## config.mk

```make
export PLATFORM = sky130hd
export DESIGN_NAME = vga_frame_sequencer
export DESIGN_NICKNAME = d
export VERILOG_FILES = /design/src/rtl/vga_pkg.sv /design/src/rtl/vga_raster_counter.sv /design/src/rtl/vga_frame_sequencer.sv
export SDC_FILE = /design/constraint.sdc
export NUM_CORES = 1
export LEC_CHECK = 0
export CAP_MARGIN = 20
export CORE_MARGIN = 3
export CORE_UTILIZATION = 56
export CTS_CLUSTER_DIAMETER = 100
export CTS_CLUSTER_SIZE = 16
export DETAILED_ROUTE_END_ITERATION = 8
export GPL_ROUTABILITY_DRIVEN = 0
export GPL_TIMING_DRIVEN = 0
export PLACE_DENSITY_LB_ADDON = 0.1
export SLEW_MARGIN = 10
export SYNTH_ARGS = -nofsm -noshare
export SYNTH_HDL_FRONTEND = slang
export SYNTH_SLANG_ARGS = --single-unit
```

## constraint.sdc

```tcl
create_clock -name clk -period 5 [get_ports clk]
set_input_delay 1 -clock clk [delete_from_list [all_inputs] [get_ports clk]]
set_output_delay 1 -clock clk [all_outputs]
set_load 0.01 [all_outputs]
```

## src/rtl/vga_pkg.sv

```systemverilog
// ============================================================================
// Module   : vga_pkg
// Purpose  : Shared 640x480@60 timing defaults, the coordinate type and the
//            update-FSM state encoding for the VGA frame sequencer.
// Revision : 1.0
// ============================================================================
`default_nettype none

package vga_pkg;

  // 640x480@60 default raster timing
  localparam int DEF_H_ACTIVE = 640;
  localparam int DEF_H_FP     = 16;
  localparam int DEF_H_SYNC   = 96;
  localparam int DEF_H_BP     = 48;
  localparam int DEF_V_ACTIVE = 480;
  localparam int DEF_V_FP     = 10;
  localparam int DEF_V_SYNC   = 2;
  localparam int DEF_V_BP     = 33;

  // Raster coordinates are 12-bit unsigned, so totals must stay <= 4096
  localparam int COORD_W = 12;
  typedef logic [COORD_W-1:0] coord_t;

  // Update-FSM states (IDLE, REQ)
  typedef logic [0:0] upd_state_t;
  localparam upd_state_t UPD_IDLE = 1'b0;
  localparam upd_state_t UPD_REQ  = 1'b1;

endpackage

`default_nettype wire

```

## src/rtl/vga_raster_counter.sv

```systemverilog
// ============================================================================
// Module   : vga_raster_counter
// Purpose  : Column/row raster counters with enable and wrap. Also exposes
//            the position that will be shown after this clock and strobes
//            for "next position starts a line" and "next position is 0,0".
// Revision : 1.0
// ============================================================================
`default_nettype none

module vga_raster_counter
  import vga_pkg::*;
#(
  parameter int H_TOTAL = 800,
  parameter int V_TOTAL = 525
) (
  input  logic   clk,
  input  logic   rst,
  input  logic   en,
  output coord_t col,
  output coord_t row,
  output coord_t col_nxt,
  output coord_t row_nxt,
  output logic   line_wrap,
  output logic   frame_wrap
);

  localparam coord_t H_LAST = coord_t'(H_TOTAL - 1);
  localparam coord_t V_LAST = coord_t'(V_TOTAL - 1);

  logic   started_q, started_d;
  coord_t col_q, col_d;
  coord_t row_q, row_d;

  // Next position: the first enabled clock after reset presents 0,0 without
  // advancing; every later enabled clock steps one pixel with wrap.
  always_comb begin
    started_d = started_q;
    col_d     = col_q;
    row_d     = row_q;
    if (en) begin
      started_d = 1'b1;
      if (started_q) begin
        if (col_q == H_LAST) begin
          col_d = '0;
          row_d = (row_q == V_LAST) ? '0 : row_q + 12'd1;
        end else begin
          col_d = col_q + 12'd1;
        end
      end
    end
  end

  // Counter state registers
  always_ff @(posedge clk or posedge rst) begin
    if (rst) begin
      started_q <= 1'b0;
      col_q     <= '0;
      row_q     <= '0;
    end else begin
      started_q <= started_d;
      col_q     <= col_d;
      row_q     <= row_d;
    end
  end

  assign col        = col_q;
  assign row        = row_q;
  assign col_nxt    = col_d;
  assign row_nxt    = row_d;
  assign line_wrap  = en && (col_d == '0);
  assign frame_wrap = line_wrap && (row_d == '0);

endmodule

`default_nettype wire

```

## src/rtl/vga_frame_sequencer.sv

```systemverilog
// ============================================================================
// Module   : vga_frame_sequencer
// Purpose  : VGA raster timing (sync, active, coordinates, frame pulse) plus a
//            once-per-frame game-update request/acknowledge issued at the
//            start of vertical blank, with overrun detection.
// Options  : VGA_FRAME_SEQ_STATS_EN adds a saturating 16-bit overrun_count.
// Revision : 1.0
// ============================================================================
`default_nettype none

module vga_frame_sequencer
  import vga_pkg::*;
#(
  parameter int H_ACTIVE = DEF_H_ACTIVE,
  parameter int H_FP     = DEF_H_FP,
  parameter int H_SYNC   = DEF_H_SYNC,
  parameter int H_BP     = DEF_H_BP,
  parameter int V_ACTIVE = DEF_V_ACTIVE,
  parameter int V_FP     = DEF_V_FP,
  parameter int V_SYNC   = DEF_V_SYNC,
  parameter int V_BP     = DEF_V_BP
) (
  input  logic        clk,
  input  logic        rst,
  input  logic        en,
  output logic [11:0] col,
  output logic [11:0] row,
  output logic        active,
  output logic        h_sync,
  output logic        v_sync,
  output logic        frame_start,
  output logic        upd_req,
  input  logic        upd_ack,
  output logic        overrun
`ifdef VGA_FRAME_SEQ_STATS_EN
  ,
  output logic [15:0] overrun_count
`endif
);

  localparam int H_TOTAL = H_ACTIVE + H_FP + H_SYNC + H_BP;
  localparam int V_TOTAL = V_ACTIVE + V_FP + V_SYNC + V_BP;

  localparam coord_t H_ACT_C = coord_t'(H_ACTIVE);
  localparam coord_t H_SS_C  = coord_t'(H_ACTIVE + H_FP);
  localparam coord_t H_SE_C  = coord_t'(H_ACTIVE + H_FP + H_SYNC);
  localparam coord_t V_ACT_C = coord_t'(V_ACTIVE);
  localparam coord_t V_SS_C  = coord_t'(V_ACTIVE + V_FP);
  localparam coord_t V_SE_C  = coord_t'(V_ACTIVE + V_FP + V_SYNC);

  coord_t     col_nxt, row_nxt;
  logic       line_wrap, frame_wrap;

  logic       active_q, active_d;
  logic       h_sync_q, h_sync_d;
  logic       v_sync_q, v_sync_d;
  logic       frame_start_q, frame_start_d;
  logic       overrun_q, overrun_d;
  upd_state_t state_q, state_d;

  vga_raster_counter #(
    .H_TOTAL (H_TOTAL),
    .V_TOTAL (V_TOTAL)
  ) u_raster (
    .clk        (clk),
    .rst        (rst),
    .en         (en),
    .col        (col),
    .row        (row),
    .col_nxt    (col_nxt),
    .row_nxt    (row_nxt),
    .line_wrap  (line_wrap),
    .frame_wrap (frame_wrap)
  );

  // Decode raster flags from the position being loaded so they line up with
  // the registered col/row; update FSM runs every cycle regardless of en.
  always_comb begin
    active_d      = active_q;
    h_sync_d      = h_sync_q;
    v_sync_d      = v_sync_q;
    frame_start_d = 1'b0;
    overrun_d     = 1'b0;
    state_d       = state_q;

    if (en) begin
      active_d      = (col_nxt < H_ACT_C) && (row_nxt < V_ACT_C);
      h_sync_d      = !((col_nxt >= H_SS_C) && (col_nxt < H_SE_C));
      v_sync_d      = !((row_nxt >= V_SS_C) && (row_nxt < V_SE_C));
      frame_start_d = frame_wrap;
    end

    case (state_q)
      UPD_IDLE: begin
        if (line_wrap && (row_nxt == V_ACT_C)) begin
          state_d = UPD_REQ;
        end
      end
      UPD_REQ: begin
        // An ack on the wrap cycle still counts as on time.
        if (upd_ack) begin
          state_d = UPD_IDLE;
        end else if (frame_wrap) begin
          overrun_d = 1'b1;
          state_d   = UPD_IDLE;
        end
      end
      default: state_d = UPD_IDLE;
    endcase
  end

  // Output and FSM registers
  always_ff @(posedge clk or posedge rst) begin
    if (rst) begin
      active_q      <= 1'b0;
      h_sync_q      <= 1'b1;
      v_sync_q      <= 1'b1;
      frame_start_q <= 1'b0;
      overrun_q     <= 1'b0;
      state_q       <= UPD_IDLE;
    end else begin
      active_q      <= active_d;
      h_sync_q      <= h_sync_d;
      v_sync_q      <= v_sync_d;
      frame_start_q <= frame_start_d;
      overrun_q     <= overrun_d;
      state_q       <= state_d;
    end
  end

  assign active      = active_q;
  assign h_sync      = h_sync_q;
  assign v_sync      = v_sync_q;
  assign frame_start = frame_start_q;
  assign overrun     = overrun_q;
  assign upd_req     = (state_q == UPD_REQ);

`ifdef VGA_FRAME_SEQ_STATS_EN
  logic [15:0] overrun_count_q, overrun_count_d;

  // Saturating overrun counter, bumped together with the overrun pulse
  always_comb begin
    overrun_count_d = overrun_count_q;
    if (overrun_d && (overrun_count_q != 16'hFFFF)) begin
      overrun_count_d = overrun_count_q + 16'd1;
    end
  end

  // Overrun counter register
  always_ff @(posedge clk or posedge rst) begin
    if (rst) begin
      overrun_count_q <= '0;
    end else begin
      overrun_count_q <= overrun_count_d;
    end
  end

  assign overrun_count = overrun_count_q;
`endif

endmodule

`default_nettype wire

```

==> summary.txt <==
Status
  – Status: completed

Timing
  – Final Hold Viols: 0
  – Post-Route Setup TNS: 0 ns
  – Final Critical Period: 3.10 ns
  – Clock Skew: 0.00987 ns
  – Final period util: 0.621
  – Fmax achieved: 322 MHz
  – Unrepaired setup endpoints after global routing: no
  – Slew Viols, Final: 0
  – # setup viols final: 0
  – Final WS setup: 1.90 ns
  – Slew @ Worst Pin: 0.486 ns
  – Max-slew headroom: 0.676

Logic synthesis
  – Post-Synthesis Cells: 198
  – Synth top area share: 0.390
  – Synth top area cells: dfrtp_1 39%, xnor2_1 4.2%, xor2_1 4.2%, nand2_1 3.2%, dfstp_2 2.8%
  – Async SR Flop Fraction: 1.00
  – Synthesized net count: 205
  – Unique cell type count in the Yosys netlist: 53
  – Synth Cell Area: 1860 um^2
  – Primary FF master, synth: dfrtp_1
  – Yosys warnings: 0
  – Synth Area per Inst: 9.41 um^2
  – Synth area leader: dfrtp_1
  – EDFF count, synth: 0
  – Flops & latches, synth: 31
  – Post-synthesis sequential area ratio: 0.418

Worst hold path
  – Worst Hold End: v_sync
  – Hold Crit Start: v_sync
  – Hold path depth: 2
  – Min-delay worst type: reg2reg

Clock tree
  – CTS buffer count: 5
  – CTS Hold Bufs: 0
  – Worst-path clk slew: 0.10 ns
  – Clock root buffer: clkbuf_4
  – CTS tree: built
  – Clk sinks: 31
  – Clock buffer depth: 2
  – Post-CTS setup buffers: 0
  – H-tree depth: 2
  – Post_cts resized: 0
  – Clk_lat worst skew: 0.34 ns

Finish
  – Layout area overhead: 26.3%
  – Most frequent cells in the layout: 32 x clkdlybuf4s50_1, 29 x dfrtp_1, 16 x nand2_1, 14 x inv_1
  – Antenna Cells: 0
  – Final nets: 245
  – Commonest non-fill, non-tap cell in the layout: clkdlybuf4s50_1
  – Layout cells sized above 1: 0.113

Placed design
  – Port-buffer cells: 32
  – HPWL after DPL: 3.31 mm
  – Pre-CTS setup slack: 1.57 ns

Detailed routing
  – DRC errors left: 0
  – Routed WL: 4.50 mm
  – Router iterations before antenna repair: 4
  – Antenna viol nets, final: 0
  – WL/cell: 15.9 um
  – Initial DRC Count: 83
  – Vias: 1,689
  – Vias per cell: 5.97

GRT
  – Largest net degree at the start of global routing: 22
  – Tot GR Track Use: 0.238
  – Wire length of the first global-routing pass: 7.62 mm
  – Initial antenna violation count: 0
  – Gr ovfl total: 0
  – Vias in the first global route: 1,647

Power and ir drop
  – Maximum vdd drop: 0.252 mV
  – Total leakage power: 0.971 nW
  – Final Power: 0.000671 W
  – Pwr per Cell Area: 285 nW/um^2

Floorplanning
  – Starting Density: 0.600
  – Num ports: 34
  – Overall die height: 63.7 um
  – Chip width: 63.7 um
  – Die footprint: 4060 um^2
  – Core area: 3100 um^2
  – # rows: 20

Critical path
  – R2R Path End: upd_req
  – Req. time, crit path: 5.26 ns
  – R2r startpoint: u_raster.col[0]
  – Startpoint class of the critical path: input port
  – R2r worst-path depth: 8
  – Setup crit end kind: register
  – Worst-path fanout max: 10
  – Max stage delay on crit path: 0.54 ns
  – Slowest CP cell: or4_4
  – Critical-path cell list: buf_2 -> and2_1 -> nand4_2 -> nor4_1 -> xor2_1 -> or4_4 -> or4b_1 -> o21ai_1
  – Kind of critical path: in2reg
  – Reg2reg setup slack: 1.94 ns
  – Worst EP arrival: 3.37 ns

Flow run
  – Max-cap viol count: 0
## logic make-up (layout without fill, tap and decap cells)
logic type / after synthesis / in the layout / share of synthesized area
simple gates: 84 / 84 / 0.275
compound gates: 39 / 39 / 0.138
flops: 31 / 31 / 0.418
buf+inv: 21 / 62 / 0.0531
xor+xnor: 18 / 18 / 0.0846
fa+ha+maj: 3 / 3 / 0.0201
mux: 2 / 2 / 0.0114
## worst max path at each step
stage	from	to	slack (ns)	cells past startpoint
after floorplan	en	upd_req	1.87	8
after global placement	en	upd_req	1.60	8
after detailed placement	en	upd_req	1.57	8
after CTS	en	upd_req	1.92	8
after global routing	u_raster.col[0]	upd_req	1.79	8
final	en	upd_req	1.90	8
## state kept, by name, summed over array words and instances (netlist names)
name,cells
active,1
frame_start,1
u_raster.started_q,1
overrun,1
upd_req,1
v_sync,1
u_raster.row,12
h_sync,1
u_raster.col,12
## routing by layer
layer / part of all wire / up-vias / wire length (um) / global-route usage
met3: 0.055 / 6 / 247 / 0.0606
met5: 0 / - / 0 / 0
met1: 0.46 / 831 / 2050 / 0.309
li1: - / 808 / - / -
met2: 0.48 / 44 / 2150 / 0.383
met4: 0.011 / 0 / 51 / 0.0863
## through the flow
step | hold WS (ns) | area, um^2 | utilization | std cells
global placement | 0.496 | 2240 | 0.721 | 274
floorplan | 0.476 | 1860 | - | 198
CTS | 0.526 | 2350 | 0.758 | 283
global route | 0.541 | 2350 | 0.758 | 283
detailed placement | 0.502 | 2270 | 0.730 | 275
finish | 0.526 | 2350 | 0.758 | 283
## critical path, delay by kind of cell
family,cells,cell delay [ns]
AND/OR/NAND/NOR,5,1.91
XOR/XNOR,1,0.18
buffers and inverters,1,0.18
AO/OA/AOI/OAI,1,0.09
## Yosys cell counts, types with 2 or more instances
| cell | count |
|---|---|
| dfrtp_1 | 29 |
| nand2_1 | 16 |
| inv_1 | 14 |
| nor3_1 | 10 |
| o21ai_0 | 10 |
| nand3_1 | 9 |
| nor2_1 | 9 |
| xnor2_1 | 9 |
| xor2_1 | 9 |
| a31oi_1 | 7 |
| nand4_1 | 6 |
| a21oi_1 | 4 |
| buf_2 | 4 |
| nor4_1 | 4 |
| or3_1 | 4 |
| and2_1 | 3 |
| ha_1 | 3 |
| o31ai_1 | 3 |
| or4_4 | 3 |
| and4b_1 | 2 |
| buf_6 | 2 |
| dfstp_2 | 2 |
| nand2b_1 | 2 |
| nand3b_1 | 2 |
| nand4_2 | 2 |
| nor4bb_1 | 2 |
| o21bai_1 | 2 |
## power by group
group          total [W]  switching, W  leakage (nW)  internal (W)
clock network   0.000207     0.0000890        0.0482      0.000118
registers       0.000289     0.0000202         0.398      0.000269
logic           0.000175     0.0000937         0.525     0.0000811
total           0.000671      0.000203         0.971      0.000468
## final cells by class
class / count / area (um^2)
plain buffers: 7 / 46.3
clock buffers: 6 / 51.3
clock inverters: 2 / 35.0
fillers: 249 / 751
inverters: 14 / 52.6
multi-input cells: 146 / 986
flip-flops and latches: 31 / 778
well taps: 44 / 55.1
repair buffers: 33 / 348
(Power assumes the default switching activity.)
